===== config.mk =====
export PLATFORM = sky130hd
export DESIGN_NAME = inst_fetch
export DESIGN_NICKNAME = d
export VERILOG_FILES = /design/src/rtl/ifetch_pkg.sv /design/src/rtl/ifetch_wdog.sv /design/src/rtl/inst_fetch.sv
export SDC_FILE = /design/constraint.sdc
export NUM_CORES = 1
export LEC_CHECK = 0
export ABC_AREA = 1
export BUFFER_PORTS_ARGS = -buffer_cell sky130_fd_sc_hd__buf_2
export CORE_ASPECT_RATIO = 0.6
export CORE_UTILIZATION = 45
export CTS_BUF_LIST = sky130_fd_sc_hd__clkbuf_8
export CTS_CLUSTER_SIZE = 25
export DETAILED_ROUTE_END_ITERATION = 8
export PLACE_DENSITY = 0.86
export SLEW_MARGIN = 30
export SYNTH_ARGS = -nofsm -noshare
export SYNTH_HDL_FRONTEND = slang
export SYNTH_SLANG_ARGS = --single-unit

===== constraint.sdc =====
create_clock -name clk -period 1.35 [get_ports clk]
set_input_delay 0.2025 -clock clk [delete_from_list [all_inputs] [get_ports clk]]
set_output_delay 0.2025 -clock clk [all_outputs]
set_load 0.05 [all_outputs]

===== src/rtl/ifetch_pkg.sv =====
// Shared types and constants for the instruction fetch unit.
package ifetch_pkg;

  typedef enum logic [1:0] {
    IDLE = 2'd0,
    ADDR = 2'd1,
    DATA = 2'd2,
    HOLD = 2'd3
  } state_t;

  localparam logic [1:0]  RESP_OKAY  = 2'b00;
  localparam logic [31:0] FAULT_INST = 32'h0000_0000;

  function automatic logic is_misaligned(input logic [1:0] lsb);
    return lsb != 2'b00;
  endfunction

endpackage


===== src/rtl/ifetch_wdog.sv =====
// Bus watchdog: counts cycles spent waiting on the bus and flags expiry at TIMEOUT.
module ifetch_wdog
  import ifetch_pkg::*;
#(
  parameter int TIMEOUT = 255
) (
  input  logic clk,
  input  logic rst,
  input  logic start,
  input  logic active,
  output logic expired
);

  localparam int CW = $clog2(TIMEOUT + 1);

  logic [CW-1:0] count;

  // Expiry fires in the cycle whose increment brings the count to TIMEOUT.
  assign expired = active && (count == CW'(TIMEOUT - 1));

  // Cycle counter, restarted on every new bus request.
  always_ff @(posedge clk) begin
    if (rst) begin
      count <= '0;
    end else if (start) begin
      count <= '0;
    end else if (active && !expired) begin
      count <= count + CW'(1);
    end else begin
      count <= count;
    end
  end

endmodule


===== src/rtl/inst_fetch.sv =====
// Instruction fetch: PC request -> single-beat bus read -> IDU handoff.
// Defining IFETCH_TIMEOUT_EN adds the ifetch_wdog bus watchdog.
module inst_fetch
  import ifetch_pkg::*;
#(
  parameter int WIDTH   = 32,
  parameter int TIMEOUT = 255
) (
  input  logic             clk,
  input  logic             rst,
  input  logic             pc_valid,
  output logic             pc_ready,
  input  logic [WIDTH-1:0] pc,
  output logic [WIDTH-1:0] araddr,
  output logic             arvalid,
  input  logic             arready,
  input  logic [31:0]      rdata,
  input  logic [1:0]       rresp,
  input  logic             rvalid,
  output logic             rready,
  output logic [31:0]      inst,
  output logic [WIDTH-1:0] inst_pc,
  output logic             inst_valid,
  input  logic             inst_ready,
  output logic             fault
);

  state_t           state;
  logic [WIDTH-1:0] addr_q;
  logic             expired;

  assign araddr  = addr_q;
  assign inst_pc = addr_q;

`ifdef IFETCH_TIMEOUT_EN
  logic wdog_start;
  logic wdog_active;

  assign wdog_start  = (state == IDLE) && pc_valid && !is_misaligned(pc[1:0]);
  assign wdog_active = (state == ADDR) || (state == DATA);

  ifetch_wdog #(
    .TIMEOUT (TIMEOUT)
  ) u_wdog (
    .clk     (clk),
    .rst     (rst),
    .start   (wdog_start),
    .active  (wdog_active),
    .expired (expired)
  );
`else
  // Without the watchdog the bus is waited on indefinitely; TIMEOUT has no effect.
  logic unused_timeout;
  assign unused_timeout = ^TIMEOUT;
  assign expired        = 1'b0;
`endif

  // Fetch FSM; all handshake outputs are registered alongside the state.
  always_ff @(posedge clk) begin
    if (rst) begin
      state      <= IDLE;
      addr_q     <= '0;
      inst       <= FAULT_INST;
      fault      <= 1'b0;
      pc_ready   <= 1'b1;
      arvalid    <= 1'b0;
      rready     <= 1'b0;
      inst_valid <= 1'b0;
    end else begin
      case (state)
        IDLE: begin
          if (pc_valid) begin
            addr_q   <= pc;
            pc_ready <= 1'b0;
            if (is_misaligned(pc[1:0])) begin
              inst       <= FAULT_INST;
              fault      <= 1'b1;
              inst_valid <= 1'b1;
              state      <= HOLD;
            end else begin
              arvalid <= 1'b1;
              state   <= ADDR;
            end
          end else begin
            state <= IDLE;
          end
        end
        ADDR: begin
          if (arready) begin
            arvalid <= 1'b0;
            rready  <= 1'b1;
            state   <= DATA;
          end else if (expired) begin
            arvalid    <= 1'b0;
            inst       <= FAULT_INST;
            fault      <= 1'b1;
            inst_valid <= 1'b1;
            state      <= HOLD;
          end else begin
            state <= ADDR;
          end
        end
        DATA: begin
          if (rvalid) begin
            rready     <= 1'b0;
            inst       <= rdata;
            fault      <= (rresp != RESP_OKAY);
            inst_valid <= 1'b1;
            state      <= HOLD;
          end else if (expired) begin
            rready     <= 1'b0;
            inst       <= FAULT_INST;
            fault      <= 1'b1;
            inst_valid <= 1'b1;
            state      <= HOLD;
          end else begin
            state <= DATA;
          end
        end
        HOLD: begin
          if (inst_ready) begin
            inst_valid <= 1'b0;
            pc_ready   <= 1'b1;
            state      <= IDLE;
          end else begin
            state <= HOLD;
          end
        end
        default: begin
          state      <= IDLE;
          pc_ready   <= 1'b1;
          arvalid    <= 1'b0;
          rready     <= 1'b0;
          inst_valid <= 1'b0;
        end
      endcase
    end
  end

endmodule


==> results of run 1 <==
[per-stage QoR]
step | setup slack, ns | hold WS (ns)
finish | 0.0235 | 0.101
global route | -0.0343 | 0.0926
CTS | 0.0263 | 0.0877
detailed placement | -0.000358 | 0.446
global placement | 0.0582 | 0.430
floorplan | 0.146 | 0.350
[flip-flops by register name, summed over array words and instances, names as in the netlist]
name,flops
pc_ready,1
state,2
inst_valid,1
fault,1
rready,1
araddr,32
inst,32
arvalid,1
[cell usage after synthesis (5+ instances only)]
master,n
sky130_fd_sc_hd__dfxtp_1,71
sky130_fd_sc_hd__nor2_1,67
sky130_fd_sc_hd__nand2_1,66
sky130_fd_sc_hd__o21ai_0,34
sky130_fd_sc_hd__buf_4,33
sky130_fd_sc_hd__a21oi_1,30
sky130_fd_sc_hd__a21oi_2,10
sky130_fd_sc_hd__nand2_2,10
sky130_fd_sc_hd__inv_1,9
sky130_fd_sc_hd__clkbuf_1,8
sky130_fd_sc_hd__nand3_1,8
sky130_fd_sc_hd__buf_6,5
[worst max path at each step]
stage / startpoint / endpoint / slack (ns) / depth (start not counted)
6_report: state[1]$_SDFF_PP0_ / inst[31]$_SDFFE_PP0P_ / 0.02 / 8
3_3_place_gp: pc[0] / inst[9]$_SDFFE_PP0P_ / 0.06 / 7
3_5_place_dp: state[1]$_SDFF_PP0_ / inst[6]$_SDFFE_PP0P_ / -0.0004 / 6
5_1_grt: state[1]$_SDFF_PP0_ / inst[8]$_SDFFE_PP0P_ / -0.03 / 8
2_1_floorplan: state[1]$_SDFF_PP0_ / inst[11]$_SDFFE_PP0P_ / 0.15 / 7
4_1_cts: state[0]$_SDFF_PP0_ / inst[30]$_SDFFE_PP0P_ / 0.03 / 8
[power breakdown]
part / switching, uW / internal, uW / total [uW]
clock: 769 / 1030 / 1800
combinational: 1610 / 589 / 2200
sequential: 132 / 2280 / 2410
total: 2510 / 3900 / 6410
[critical path, delay by kind of cell (launching register included)]
family | cells | cell delay (ns)
and+or+nand+nor | 5 | 0.55
DFF | 1 | 0.38
buffers and inverters | 2 | 0.22
AOI/OAI and AO/OA | 1 | 0.11
[cells by family after synthesis]
family                 after synthesis  synth area share [%]
AO/OA/AOI/OAI                       76                  14.5
flip-flops                          71                  49.0
buffers and inverters               65                  14.6
AND/OR/NAND/NOR                    154                  21.9
[area by class of cell]
type | instances | area [um2] | area share [%]
Clock buffer | 9 | 124 | 3.15
Tap cell | 84 | 105 | 2.67
Sequential cell | 71 | 1430 | 36.3
Inverter | 13 | 52.6 | 1.34
Timing Repair Buffer | 185 | 1050 | 26.6
Multi-Input combinational cell | 230 | 1090 | 27.7
Clock inverter | 7 | 88.8 | 2.26
[what timing repair did]
action,in CTS,in global routing
setup buffers,0,2
hold buffers,0,0
gates cloned,0,3
resized for setup,1,13
pin swaps,0,3
setup endpoints to repair,4,61
[routing by layer]
layer,global-route usage [%],up-vias
met1,24.8,1290
met3,7.35,13
met2,36.0,129
met4,7.29,0
met5,0,-
li1,-,1419
==> impl_metrics.prom, run 1 <==
# TYPE chip_impl_metric gauge
chip_impl_info{name="critPathLaunchType",value="register"} 1
chip_impl_metric{name="dpl_cell_area",unit="mm2"} 0.00360
chip_impl_metric{name="firstDrtPassIters",unit=""} 5
chip_impl_metric{name="max_slew.worst_pin.slew",unit="ns"} 0.508
chip_impl_metric{name="grt_max_degree",unit=""} 37
chip_impl_metric{name="postLayoutCoreUtil",unit="%"} 63.8
chip_impl_info{name="crit_type",value="register to register"} 1
chip_impl_info{name="outcome",value="finished clean"} 1
chip_impl_metric{name="num_antenna_cells",unit=""} 0
chip_impl_metric{name="netlist_area",unit="mm2"} 0.00290
chip_impl_metric{name="ff2ff_path_depth",unit=""} 8
chip_impl_metric{name="placed_cells",unit=""} 578
chip_impl_metric{name="postSynthCellCount",unit=""} 366
chip_impl_metric{name="fp.dieArea",unit="mm2"} 0.00677
chip_impl_metric{name="clock_path_buffers",unit=""} 2
chip_impl_metric{name="crit_path_max_incr_delay",unit="ns"} 0.38
chip_impl_metric{name="remaining_drc_errors",unit=""} 0
chip_impl_metric{name="synthesized_flop_and_latch_total",unit=""} 71
chip_impl_metric{name="die_width",unit="um"} 106
chip_impl_info{name="clockRootBuffer",value="sky130_fd_sc_hd__clkbuf_8"} 1
chip_impl_metric{name="cts_buffers",unit=""} 9
chip_impl_metric{name="drive_above_1_share",unit="%"} 45.8
chip_impl_info{name="hold_end",value="araddr[22]$_SDFFE_PP0P_"} 1
chip_impl_metric{name="global_route_congestion_overflow_total",unit=""} 0
chip_impl_metric{name="final.setup.tns",unit="ns"} 0
chip_impl_metric{name="detailedRoute.firstIterationViolations",unit=""} 126
chip_impl_metric{name="grt_pass1_vias",unit=""} 2440
chip_impl_metric{name="maxCapViolCount",unit=""} 0
chip_impl_metric{name="max-slew-margin-rel",unit="%"} 66.1
chip_impl_metric{name="grt_first_pass_wirelength",unit="um"} 11200
chip_impl_metric{name="routed-wl-met2",unit="um"} 3510
chip_impl_info{name="synth_top_cells_by_area",value="sky130_fd_sc_hd__dfxtp_1, sky130_fd_sc_hd__nor2_1, sky130_fd_sc_hd__buf_4, sky130_fd_sc_hd__nand2_1, sky130_fd_sc_hd__o21ai_0"} 1
chip_impl_metric{name="route.vias.total",unit=""} 2851
chip_impl_metric{name="rows",unit=""} 22
chip_impl_metric{name="critPathMaxFanout",unit=""} 11
chip_impl_info{name="cp_cell_sequence",value="nor2_4 -> nand2_2 -> nand2_2 -> inv_2 -> nand2_4 -> clkbuf_16 -> nand2_1 -> a21oi_1"} 1
chip_impl_metric{name="peakVddDrop",unit="V"} 0.000974
chip_impl_metric{name="grtUsageTotal",unit="%"} 21.1
chip_impl_info{name="cts_tree",value="done"} 1
chip_impl_info{name="most_frequent_standard_cell_in_the_layout_excluding_fill_and_tap_cells",value="sky130_fd_sc_hd__buf_2"} 1
chip_impl_metric{name="post_route_clock_period_utilization",unit="%"} 98.3
chip_impl_metric{name="instances_no_fill",unit=""} 599
chip_impl_metric{name="top_area_cell_type_share_of_the_netlist_area",unit="%"} 49.1
chip_impl_metric{name="cp_data_arrival_time",unit="ns"} 1.59
chip_impl_metric{name="ios",unit=""} 173
chip_impl_metric{name="timing.reg2reg.setup_slack",unit="ns"} 0.02
chip_impl_metric{name="static-leakage-power",unit="uW"} 0.00196
chip_impl_metric{name="portBuffers",unit=""} 172
chip_impl_metric{name="min_path_cells",unit=""} 3
chip_impl_info{name="maxUsedRoutingLayer",value="met4"} 1
chip_impl_metric{name="skew",unit="ns"} 0.0100
chip_impl_metric{name="wirelength_per_cell",unit="um"} 12.5
chip_impl_info{name="regToRegStartpoint",value="state[1]$_SDFF_PP0_"} 1
chip_impl_info{name="worst_r2r_endpoint",value="inst[31]$_SDFFE_PP0P_"} 1
chip_impl_metric{name="layout_min_cycle_time",unit="ns"} 1.33
chip_impl_metric{name="die_height",unit="um"} 64.2
chip_impl_metric{name="place.detailed.hpwl",unit="um"} 5100
chip_impl_metric{name="wl_met1",unit="um"} 3260
chip_impl_metric{name="yosysUniqueCellTypes",unit=""} 20
chip_impl_metric{name="fin_nets",unit=""} 582
chip_impl_metric{name="max_freq",unit="MHz"} 754
chip_impl_metric{name="required",unit="ns"} 1.62
chip_impl_info{name="min-delay-start",value="pc[22]"} 1
chip_impl_metric{name="synthesis.area_per_instance",unit="um2"} 7.92
chip_impl_info{name="yosys.area.top_type",value="sky130_fd_sc_hd__dfxtp_1"} 1
chip_impl_metric{name="detailroute.wirelength.met3",unit="um"} 597
chip_impl_metric{name="power_per_cell_area",unit="mW/mm2"} 1630
chip_impl_info{name="commonest_cells_after_routing_fill_and_taps_aside",value="sky130_fd_sc_hd__buf_2, sky130_fd_sc_hd__dfxtp_1, sky130_fd_sc_hd__nor2_1, sky130_fd_sc_hd__nand2_1, sky130_fd_sc_hd__o21ai_0"} 1
chip_impl_metric{name="synth-seq-area-share",unit="%"} 49.1
chip_impl_metric{name="n_fill_cell",unit=""} 547
chip_impl_metric{name="route.detailed.vias_per_inst",unit=""} 4.76
chip_impl_metric{name="initial_core_util",unit="%"} 47.0
chip_impl_metric{name="antenna_found_initial",unit=""} 0
chip_impl_metric{name="clock-sinks",unit=""} 71
chip_impl_metric{name="gp_routability_congestion",unit=""} 0.866
chip_impl_metric{name="report.final.hold_viol_count",unit=""} 0
chip_impl_metric{name="report.final.setup_viol",unit=""} 0
chip_impl_metric{name="synth.yosys.warnings",unit=""} 0
chip_impl_info{name="critical_path.slowest_cell",value="sky130_fd_sc_hd__dfxtp_4"} 1
chip_impl_info{name="critPathCaptureType",value="register"} 1
chip_impl_info{name="path_common_cell",value="sky130_fd_sc_hd__nand2_2"} 1
chip_impl_metric{name="cts.clk_slew.worst_paths",unit="ns"} 0.07
chip_impl_info{name="ys_dominant_reg_cell",value="sky130_fd_sc_hd__dfxtp_1"} 1
chip_impl_metric{name="area.growth.synth_to_final",unit="%"} 35.7
chip_impl_metric{name="drv_slew",unit=""} 0
chip_impl_metric{name="cts_htree_levels",unit=""} 3
chip_impl_metric{name="totalWireLength",unit="um"} 7490
chip_impl_metric{name="worst_skew_late_latency",unit="ns"} 0.34
chip_impl_metric{name="synth_enable_flop_cells",unit=""} 0
chip_impl_metric{name="final_antenna_net_count",unit=""} 0
chip_impl_info{name="worstHoldPathType",value="primary input to register"} 1
chip_impl_metric{name="postSynth.asyncResetShare",unit="%"} 0
chip_impl_metric{name="total_power",unit="uW"} 6410
chip_impl_info{name="rsz0062_at_grt",value="yes"} 1
chip_impl_metric{name="floorplan.core_area",unit="mm2"} 0.00617
chip_impl_metric{name="synthesis.nets",unit=""} 438
chip_impl_metric{name="finalInstanceArea",unit="mm2"} 0.00393
Power figures use the tool's default switching activity.
==> inputs of run 2 (changes only) <==
--- a/config.mk
+++ b/config.mk
@@ -8,11 +8,12 @@
 export ABC_AREA = 1
 export BUFFER_PORTS_ARGS = -buffer_cell sky130_fd_sc_hd__buf_2
 export CORE_ASPECT_RATIO = 0.6
-export CORE_UTILIZATION = 45
+export CORE_UTILIZATION = 40
 export CTS_BUF_LIST = sky130_fd_sc_hd__clkbuf_8
 export CTS_CLUSTER_SIZE = 25
 export DETAILED_ROUTE_END_ITERATION = 8
-export PLACE_DENSITY = 0.86
+export MAX_ROUTING_LAYER = met4
+export PLACE_DENSITY = 0.78
 export SLEW_MARGIN = 30
 export SYNTH_ARGS = -nofsm -noshare
 export SYNTH_HDL_FRONTEND = slang
==> impl_metrics.prom, run 2 (same netlist as run 1, synthesis figures left out) <==
# TYPE chip_impl_metric gauge
chip_impl_info{name="outcome",value="finished with violations"} 1
chip_impl_info{name="violations",value="design-rule violations"} 1
chip_impl_info{name="cp_cell_sequence",value="inv_2 -> nand3_1 -> nand2_1 -> inv_2 -> nand2_4 -> buf_12 -> nand2_1 -> a21oi_1"} 1
chip_impl_metric{name="die_height",unit="um"} 67.9
chip_impl_metric{name="maxCapViolCount",unit=""} 0
chip_impl_metric{name="cts_htree_levels",unit=""} 3
chip_impl_metric{name="instances_no_fill",unit=""} 595
chip_impl_metric{name="cts_buffers",unit=""} 9
chip_impl_info{name="critPathCaptureType",value="register"} 1
chip_impl_metric{name="antenna_found_initial",unit=""} 0
chip_impl_metric{name="post_route_clock_period_utilization",unit="%"} 93.0
chip_impl_metric{name="static-leakage-power",unit="uW"} 0.00191
chip_impl_metric{name="remaining_drc_errors",unit=""} 12
chip_impl_metric{name="route.vias.total",unit=""} 2771
chip_impl_info{name="worstHoldPathType",value="primary input to register"} 1
chip_impl_metric{name="power.internal",unit="uW"} 3680
chip_impl_metric{name="finalInstanceArea",unit="mm2"} 0.00379
chip_impl_info{name="cts_tree",value="done"} 1
chip_impl_metric{name="report.final.setup_viol",unit=""} 0
chip_impl_metric{name="switchingPower",unit="uW"} 2440
chip_impl_metric{name="drv_slew",unit=""} 0
chip_impl_metric{name="cp_data_arrival_time",unit="ns"} 1.46
chip_impl_metric{name="required",unit="ns"} 1.55
chip_impl_info{name="critical_path.slowest_cell",value="sky130_fd_sc_hd__dfxtp_2"} 1
chip_impl_metric{name="fp.dieArea",unit="mm2"} 0.00760
chip_impl_metric{name="grt_pass1_vias",unit=""} 2560
chip_impl_metric{name="route.detailed.vias_per_inst",unit=""} 4.66
chip_impl_metric{name="power_per_cell_area",unit="mW/mm2"} 1610
chip_impl_info{name="critPathLaunchType",value="register"} 1
chip_impl_metric{name="grt_max_degree",unit=""} 37
chip_impl_metric{name="initial_core_util",unit="%"} 42.3
chip_impl_metric{name="placed_cells",unit=""} 579
chip_impl_metric{name="rows",unit=""} 23
chip_impl_metric{name="area.growth.synth_to_final",unit="%"} 30.9
chip_impl_metric{name="final_antenna_net_count",unit=""} 0
chip_impl_metric{name="power_frac_comb",unit="%"} 34.0
chip_impl_metric{name="grtUsageTotal",unit="%"} 20.5
chip_impl_metric{name="n_fill_cell",unit=""} 657
chip_impl_metric{name="clock_power_share",unit="%"} 26.6
chip_impl_metric{name="max_freq",unit="MHz"} 796
chip_impl_metric{name="max-slew-margin-rel",unit="%"} 62.2
chip_impl_metric{name="smallest_hold_slack",unit="ns"} 0.113
chip_impl_metric{name="place.detailed.hpwl",unit="um"} 5310
chip_impl_metric{name="drive_above_1_share",unit="%"} 43.5
chip_impl_metric{name="floorplan.core_area",unit="mm2"} 0.00685
chip_impl_metric{name="dpl_cell_area",unit="mm2"} 0.00359
chip_impl_metric{name="ios",unit=""} 173
chip_impl_metric{name="firstDrtPassIters",unit=""} 7
chip_impl_metric{name="fin_nets",unit=""} 575
chip_impl_metric{name="num_antenna_cells",unit=""} 0
chip_impl_metric{name="crit_path_max_incr_delay",unit="ns"} 0.44
chip_impl_metric{name="worst_skew_late_latency",unit="ns"} 0.33
chip_impl_metric{name="die_width",unit="um"} 112
chip_impl_info{name="rsz0062_at_grt",value="no"} 1
chip_impl_metric{name="skew",unit="ns"} 0.00657
chip_impl_info{name="crit_type",value="register to register"} 1
chip_impl_metric{name="totalWireLength",unit="um"} 7310
chip_impl_metric{name="cts.clk_slew.worst_paths",unit="ns"} 0.07
chip_impl_info{name="clockRootBuffer",value="sky130_fd_sc_hd__clkbuf_8"} 1
chip_impl_metric{name="max_slew.worst_pin.slew",unit="ns"} 0.566
chip_impl_metric{name="gp_routability_congestion",unit=""} 0.800
chip_impl_metric{name="clock-sinks",unit=""} 71
chip_impl_metric{name="portBuffers",unit=""} 172
chip_impl_metric{name="critPathMaxFanout",unit=""} 21
chip_impl_metric{name="global_route_congestion_overflow_total",unit=""} 0
chip_impl_metric{name="layout_min_cycle_time",unit="ns"} 1.26
chip_impl_metric{name="sequential_cell_area",unit="mm2"} 0.00142
chip_impl_metric{name="report.final.hold_viol_count",unit=""} 0
chip_impl_metric{name="multiInputGateArea",unit="mm2"} 0.00106
chip_impl_metric{name="postCtsSetupBuffers",unit=""} 0
chip_impl_metric{name="detailedRoute.firstIterationViolations",unit=""} 183
chip_impl_metric{name="clock_path_buffers",unit=""} 2
chip_impl_metric{name="wirelength_per_cell",unit="um"} 12.3
chip_impl_metric{name="p_seq_share",unit="%"} 39.5
chip_impl_info{name="most_frequent_standard_cell_in_the_layout_excluding_fill_and_tap_cells",value="sky130_fd_sc_hd__buf_2"} 1
chip_impl_metric{name="swShare",unit="%"} 39.9
chip_impl_metric{name="grt_first_pass_wirelength",unit="um"} 11700
chip_impl_info{name="commonest_cells_after_routing_fill_and_taps_aside",value="sky130_fd_sc_hd__buf_2, sky130_fd_sc_hd__dfxtp_1, sky130_fd_sc_hd__nor2_1, sky130_fd_sc_hd__nand2_1, sky130_fd_sc_hd__o21ai_0"} 1
chip_impl_metric{name="peakVddDrop",unit="V"} 0.000732
chip_impl_metric{name="final.setup.tns",unit="ns"} 0
-- run 2: layout make-up --
type                            instances  area share [%]
Sequential cell                        71            37.5
Multi-Input combinational cell        230            27.9
Inverter                               13            1.42
Tap cell                               87            2.87
Clock buffer                           10            3.63
Clock inverter                          6            1.42
Timing Repair Buffer                  178            25.2
-- run 2: worst max-delay path: cells and delay by family, from the launching register on --
| family | cells | cell delay (ns) |
|---|---|---|
| buffers and inverters | 3 | 0.32 |
| and+or+nand+nor | 4 | 0.32 |
| DFF | 1 | 0.44 |
| AOI/OAI and AO/OA | 1 | 0.06 |
-- run 2: final timing paths --
kind                         from                      to  slack, ns  cells after the start
max           state[0]$_SDFF_PP0_    inst[0]$_SDFFE_PP0P_       0.09                      8
min                         pc[4]  araddr[4]$_SDFFE_PP0P_       0.11                      3
max reg2reg   state[0]$_SDFF_PP0_    inst[0]$_SDFFE_PP0P_       0.09                      8
min reg2reg  inst[4]$_SDFFE_PP0P_    inst[4]$_SDFFE_PP0P_       0.46                      2
-- run 2: what timing repair did --
action | 4_1_cts | 5_1_grt
hold buffers | 0 | 0
gates resized for setup | 3 | 2
endpoints found under the setup margin | 33 | 32
-- run 2: per-layer routing --
| metal | wire length, um | vias up | track usage, % |
|---|---|---|---|
| met4 | 26 | 0 | 7.60 |
| met2 | 3260 | 115 | 32.5 |
| met5 | 0 | - | - |
| met3 | 545 | 2 | 7.62 |
| met1 | 3480 | 1251 | 24.2 |
| li1 | - | 1403 | - |
-- run 2: power groups by stage --
stage	Combinational (uW)	Clock [uW]	Sequential (uW)
finish	2080	1630	2420
global route	2220	1800	2440
global placement	2060	0	2440
detailed placement	2080	0	2460
floorplan	1130	0	3050
CTS	2080	1700	2420
-- run 2: through the flow --
stage	setup WS (ns)	total power [uW]	utilization, %
3_3_place_gp	-0.0318	4510	52.4
6_report	0.0943	6120	55.4
3_5_place_dp	-0.169	4540	52.4
5_1_grt	0.00772	6450	55.4
2_1_floorplan	0.146	4180	-
4_1_cts	0.0349	6190	55.3
